File: config.mk
export PLATFORM = sky130hd
export DESIGN_NAME = kw_token_fsm
export DESIGN_NICKNAME = d
export VERILOG_FILES = /design/src/rtl/block_check_pkg.sv /design/src/rtl/kw_token_fsm.sv
export SDC_FILE = /design/constraint.sdc
export NUM_CORES = 1
export LEC_CHECK = 0
export CAP_MARGIN = 30
export CORE_MARGIN = 10
export CORE_UTILIZATION = 40
export DETAILED_ROUTE_END_ITERATION = 6
export PLACE_DENSITY_LB_ADDON = 0.1
export SYNTH_ARGS = -nofsm -noshare
export SYNTH_HDL_FRONTEND = slang
export SYNTH_SLANG_ARGS = --single-unit
File: constraint.sdc
create_clock -name clk -period 1.9 [get_ports clk]
set_input_delay 0.285 -clock clk [delete_from_list [all_inputs] [get_ports clk]]
set_output_delay 0.285 -clock clk [all_outputs]
set_load 0.05 [all_outputs]
File: src/rtl/block_check_pkg.sv
// Shared token-state encoding, keyword character constants and letter helpers
// for the begin/end nesting checker.
package block_check_pkg;

   typedef enum logic [3:0] {
      TOK_IDLE,
      TOK_B1,
      TOK_B2,
      TOK_B3,
      TOK_B4,
      TOK_B5,
      TOK_E1,
      TOK_E2,
      TOK_E3,
      TOK_SKIP
   } tok_state_e;

   localparam logic [7:0] CH_B     = 8'h62;
   localparam logic [7:0] CH_E     = 8'h65;
   localparam logic [7:0] CH_G     = 8'h67;
   localparam logic [7:0] CH_I     = 8'h69;
   localparam logic [7:0] CH_N     = 8'h6e;
   localparam logic [7:0] CH_D     = 8'h64;
   localparam logic [7:0] CH_SPACE = 8'h20;

   function automatic logic is_letter(input logic [7:0] ch);
      return ((ch >= 8'h41) && (ch <= 8'h5a)) || ((ch >= 8'h61) && (ch <= 8'h7a));
   endfunction

   // Uppercase letters fold onto lowercase only when matching is case-insensitive.
   function automatic logic char_is(input logic [7:0] ch, input logic [7:0] expect_ch,
                                    input logic case_sens);
      logic [7:0] folded;
      folded = (!case_sens && (ch >= 8'h41) && (ch <= 8'h5a)) ? (ch | 8'h20) : ch;
      return folded == expect_ch;
   endfunction

endpackage

File: src/rtl/kw_token_fsm.sv
// Character-level recogniser that tracks progress through the words "begin"
// and "end"; it only exports its registered state.
module kw_token_fsm
   import block_check_pkg::*;
#(
   parameter int CASE_SENS = 0
) (
   input  logic       clk,
   input  logic       reset,
   input  logic [7:0] in_char,
   input  logic       in_valid,
   output tok_state_e state
);

   localparam logic CS = (CASE_SENS != 0);

   tok_state_e state_q;
   tok_state_e state_d;

   always_comb begin
      state_d = state_q;
      if (in_valid) begin
         if (!is_letter(in_char)) begin
            state_d = TOK_IDLE;
         end else begin
            unique case (state_q)
               TOK_IDLE: begin
                  if (char_is(in_char, CH_B, CS))      state_d = TOK_B1;
                  else if (char_is(in_char, CH_E, CS)) state_d = TOK_E1;
                  else                                 state_d = TOK_SKIP;
               end
               TOK_B1:  state_d = char_is(in_char, CH_E, CS) ? TOK_B2 : TOK_SKIP;
               TOK_B2:  state_d = char_is(in_char, CH_G, CS) ? TOK_B3 : TOK_SKIP;
               TOK_B3:  state_d = char_is(in_char, CH_I, CS) ? TOK_B4 : TOK_SKIP;
               TOK_B4:  state_d = char_is(in_char, CH_N, CS) ? TOK_B5 : TOK_SKIP;
               TOK_E1:  state_d = char_is(in_char, CH_N, CS) ? TOK_E2 : TOK_SKIP;
               TOK_E2:  state_d = char_is(in_char, CH_D, CS) ? TOK_E3 : TOK_SKIP;
               default: state_d = TOK_SKIP;
            endcase
         end
      end
   end

   always_ff @(posedge clk) begin
      if (reset) state_q <= TOK_IDLE;
      else       state_q <= state_d;
   end

   assign state = state_q;

endmodule

* Word level (Yosys, flattened, before mapping)
Cells that the tools add are included.
** Word-level totals
- Bits in registers :: 4
- Latch bits :: 0
- Bits in writable memories :: 0
- ROM bits :: 0
- Input bits :: 11
- Output and inout port bits :: 4
- Logic and storage cells :: 32
- Memories :: 0
** Operators by class
- Add/sub/neg operators :: 0
- Multiply operators :: 0
- Div/mod/pow operators :: 0
- Order comparisons :: 4
- Equality and inequality tests :: 12
- Shifts and indexed selects :: 0
- Multiplexer cells :: 11
- Bitwise gates (word level) :: 0
- Reduce and logical (&&, ||, !) cells :: 4
** Operators by type and width (number)
- == test 8 x 7 -> 1 bit, second input constant :: 6
- 2-to-1 mux 4 bit :: 8
- case mux 4 bit (7 select lines) :: 1
- greater-or-equal comparator 8 x 7 -> 1 bit, second input constant :: 2
- <= comparator 8 x 7 -> 1 bit, second input constant :: 2
- == test 4 x 3 -> 1 bit, second input constant :: 3
- == test 4 x 2 -> 1 bit, second input constant :: 2
- 2-to-1 mux 6 bit :: 1
- == test 4 x 1 -> 1 bit, second input constant :: 1
- logical NOT 4 bit :: 1
- logical AND 1 bit :: 2
- logical OR 1 bit :: 1
- 2-to-1 mux 1 bit :: 1

* Depth between registers and ports, before layout
Gate-level depths: netlist of the first run.
- Depth in word-level cells :: 8
- Gate-level depth with buffers :: 6
- Gate-level depth less buffers :: 5

* Worst setup path before layout of the first run
OpenSTA, ideal clock, no wires.
- Path type :: reg-to-reg
- Start :: reg state_q[0] (netlist: state[0])
- End :: reg state_q[2] (netlist: state[2])
- Setup time :: 69 ps
- Arrival time :: 1904 ps
- Required time :: 1831 ps
- Path slack :: -73 ps
- Stages on the path, launching flop included :: 7
- Buffers on the path :: 1
- Clock period less this slack :: 1973 ps
- Path through :: dfxtp_1 -> buf_2 -> nand4_1 -> or4_1 -> a2111oi_0 -> a21oi_1 -> o21ai_1
** Between the ends
- Longest elaborated chain between the ends :: 3
- Elaborated cells between the ends (all ways) :: 9
- Classes of those cells :: 6 x eq/ne; 2 x mux; 1 x reduce/logical
** RTL lines
- from (decl) :: line kw_token_fsm.sv:17 : tok_state_e state_q;
- from (signal assigned) :: line kw_token_fsm.sv:46 : else state_q <= state_d;
- == test 4 x 3 -> 1 bit, or another cell as far along :: line kw_token_fsm.sv:26 : unique case (state_q)
- case mux 4 bit (7 select lines) (*) :: line kw_token_fsm.sv:26
- 2-to-1 mux 4 bit (*) :: line kw_token_fsm.sv:23 : if (!is_letter(in_char)) begin
Mark *: on every way between the ends. The rest lies on a longest branch, timed or not.
A chain may end at the register's enable or synchronous reset.

* Worst setup path after layout of the first run
- Start :: in in_char[0]
- End :: reg state_q[2] (netlist: state[2])
** Between the ends
- Longest elaborated chain between the ends :: 8
- Elaborated cells between the ends (all ways) :: 19
- Classes of those cells :: 4 x order compare; 4 x eq/ne; 8 x mux; 3 x reduce/logical
** RTL lines
- from (decl) :: line kw_token_fsm.sv:10 : input logic [7:0] in_char,
- greater-or-equal comparator 8 x 7 -> 1 bit / <= comparator 8 x 7 -> 1 bit (equally long branches) :: line block_check_pkg.sv:27, block_check_pkg.sv:34
- logical AND 1 bit :: line block_check_pkg.sv:27, block_check_pkg.sv:34
- 2-to-1 mux 6 bit :: line block_check_pkg.sv:34 : folded = (!case_sens && (ch >= 8'h41) && (ch <= 8'h5a)) ? (ch | 8'h20) : ch;
- == test 8 x 7 -> 1 bit :: line block_check_pkg.sv:35 : return folded == expect_ch;
- 2-to-1 mux 4 bit :: line kw_token_fsm.sv:29 : else if (char_is(in_char, CH_E, CS)) state_d = TOK_E1;
- 2-to-1 mux 4 bit :: line kw_token_fsm.sv:28 : if (char_is(in_char, CH_B, CS)) state_d = TOK_B1;
- case mux 4 bit (7 select lines) :: line kw_token_fsm.sv:26
- 2-to-1 mux 4 bit (*) :: line kw_token_fsm.sv:23
Marked as above.

==> impl_results.md, run 1 <==
- Min-delay worst type: register to register
- Max H-tree Level: 1
- Asr flop ratio synth: 0
- Cts hold-fix bufs: 0
- Yosys top cell by area: dfxtp_1
- Top_reg_cell synth: dfxtp_1
- Met1 wire length: 720 µm
- Share of cells above drive strength 1: 0.350
- Post-layout min period: 1.82 ns
- Area of the multi-input gates: 444 µm²
- Vias in the first global route: 616
- Slowest cell on crit path: clkdlybuf4s50_1
- Die Width: 57.8 µm
- CTS Buffer Depth: 2
- Finished Layout Cells: 118
- Largest net degree at the start of global routing: 13
- CP max FO: 5
- CP endpoint kind: register
- DR WL/cell: 13.3 µm
- # Max-Cap Violations: 0
- Final wirelength: 1570 µm
- DR vias/cell: 5.58
- Worst hold slack: 0.590 ns
- Actual slew at the worst max-slew pin: 0.382 ns
- Final Cell Area: 843 µm²
- Diode count: 0
- Unrepaired setup endpoints after global routing: no
- Total gr overflow: 0
- Metal3 WL: 121 µm
- Most frequent cell after synthesis: nor2_1
- Buffers on Ports: 14
- # setup viols final: 0
- Die Ht: 57.8 µm
- Clock-pin slew on the worst setup and hold paths: 0.04 ns
- TNS Setup: 0 ns
- Vias post-DR: 658
- Final Cycle Share: 0.959
- Post-synthesis register bit count: 4
- Syn Nets: 88
- Worst path required time: 2.06 ns
- Outcome: complete, no violations
- Startpoint Class: input pin
- # IOs: 15
- Register area: 81.3 µm²
- # DRC: 0
- Seq/Total Area, Yosys: 0.140
- Filler cells: 131
- Initial Util: 0.433
- Slew margin rel.: 0.743
- Final hold violations: 0
- Clock sink count: 4
- Cts bufs inserted: 3
- Die Area: 0.00334 mm²
- Place WS: -0.241 ns
- Leak: 0.326 nW
- CTS tree: built
- Post-detail-place hpwl: 1320 µm
- Total power: 303 µW
- Initial antenna violation count: 0
- Setup Skew: 0.00127 ns
- Netlist cell types: 38
- CP Data Arrival Time: 1.99 ns
- Fmax: 549 MHz
- Slew Limit Fails: 0
- Final Util: 0.640
- Routed wl met2: 731 µm
- Post-synth EDFFs: 0
- Power density over the cells: 359 mW/mm²
- Mapped cell area: 571 µm²
- Largest stage delay on the critical path: 0.55 ns
- Critical path, cell by cell: clkdlybuf4s50_1, nand4_1, or4_1, a2111oi_1, a21oi_1, o21ai_1
- DR iter-0 viols: 15
- Synth Warn #: 0
- CP Class: input pin to register
- DRT antenna net count: 0
- Syn Inst Count: 77
- Max FFs per register: 4
- Layout area overhead: 47.8%
- Synth top cells by count: nor2_1, a21oi_1, nand2_1
- Post-DP Area: 791 µm²
- Final #Nets: 116
- Row count: 13
- # placed instances: 115
- Worst-Skew Late Latency: 0.23 ns
- Yosys top cell area share: 0.140
- Clock root cell: clkbuf_4
- Worst setup margin: 0.0774 ns
- Max IR drop VDD: 0.224 mV
- Top cells by area in the synthesized netlist: dfxtp_1, a21oi_1, nor2_1, a311oi_4, nor4_1
- First-pass GRT wire length: 2790 µm
- Core Region: 0.00132 mm²
- Top Layer Used: met3
- 1st-pass router iterations: 4
- GPL Wtd Cong: 0.834
- Gr usage total: 0.0990
- Mean post-synth cell area: 7.41 µm²
-- cell families (layout without fill, tap and decap cells) --
| group | Yosys count | in the layout | synth area share |
|---|---|---|---|
| AO/OA/AOI/OAI | 24 | 24 | 0.311 |
| XOR/XNOR | 2 | 2 | 0.0307 |
| buffers and inverters | 11 | 37 | 0.121 |
| flip-flops | 4 | 4 | 0.140 |
| AND/OR/NAND/NOR | 36 | 36 | 0.397 |
-- report_power, final --
| part | switching [mW] | internal (mW) |
|---|---|---|
| combinational | 0.0505 | 0.0567 |
| sequential | 0.00250 | 0.0860 |
| clock | 0.0365 | 0.0708 |
| total | 0.0896 | 0.214 |
-- worst max-delay path, delay by kind of cell --
| kind | cells | cell delay, ns |
|---|---|---|
| buf+inv | 1 | 0.55 |
| compound gates | 3 | 0.64 |
| simple gates | 2 | 0.51 |
-- cell usage in the layout (no fill, tap or decap), drive strengths merged, types with 2 or more instances in the layout --
| cell | synthesis | routed |
|---|---|---|
| clkdlybuf4s50 | 0 | 7 |
| o31ai | 2 | 2 |
| buf | 4 | 21 |
| nand2b | 2 | 2 |
| xnor2 | 2 | 2 |
| clkbuf | 4 | 3 |
| nor4 | 4 | 4 |
| dfxtp | 4 | 4 |
| o21ai | 7 | 7 |
| nor2 | 8 | 8 |
| inv | 3 | 3 |
| dlymetal6s2s | 0 | 3 |
| a21oi | 7 | 7 |
| nor3 | 3 | 3 |
| nand2 | 7 | 7 |
-- per-layer routing --
metal | vias up | global-route usage
met5 | - | 0
met4 | 0 | 0.0268
met3 | 0 | 0.0327
met2 | 23 | 0.158
met1 | 292 | 0.123
li1 | 343 | -
-- final cells by class --
cell class | count | area share
Clock buffer | 3 | 0.0267
Inverter | 3 | 0.0134
Multi-Input combinational cell | 62 | 0.527
Sequential cell | 4 | 0.0964
Tap cell | 15 | 0.0223
Timing Repair Buffer | 31 | 0.315
-- timing repair --
action	4_1_cts	5_1_grt
gates resized for setup	0	8
setup endpoints to repair	0	4
setup buffers	0	0
-- worst paths after layout --
| kind | from | to | slack (ns) | cells past startpoint |
|---|---|---|---|---|
| hold reg to reg | state[3] | state[3] | 0.59 | 2 |
| setup reg to reg | state[1] | state[2] | 0.18 | 5 |
| hold / removal | state[3] | state[3] | 0.59 | 2 |
| setup / recovery | in_char[0] | state[2] | 0.08 | 6 |
Note: power is estimated with default switching activity, not from simulation.
==> inputs of run 2 (changes only) <==
--- a/config.mk
+++ b/config.mk
@@ -8,6 +8,8 @@
 export CAP_MARGIN = 30
 export CORE_MARGIN = 10
 export CORE_UTILIZATION = 40
+export CTS_CLUSTER_DIAMETER = 30
+export CTS_CLUSTER_SIZE = 10
 export DETAILED_ROUTE_END_ITERATION = 6
 export PLACE_DENSITY_LB_ADDON = 0.1
 export SYNTH_ARGS = -nofsm -noshare
==> results of run 2 <==
The final DEF is identical to that of run 1; final timing and power are the same.
==> inputs of run 3 (changes only) <==
--- a/config.mk
+++ b/config.mk
@@ -11,6 +11,7 @@
 export CTS_CLUSTER_DIAMETER = 30
 export CTS_CLUSTER_SIZE = 10
 export DETAILED_ROUTE_END_ITERATION = 6
+export GPL_ROUTABILITY_DRIVEN = 0
 export PLACE_DENSITY_LB_ADDON = 0.1
 export SYNTH_ARGS = -nofsm -noshare
 export SYNTH_HDL_FRONTEND = slang
==> results of run 3 <==
The final DEF is identical to that of run 1; final timing and power are the same.
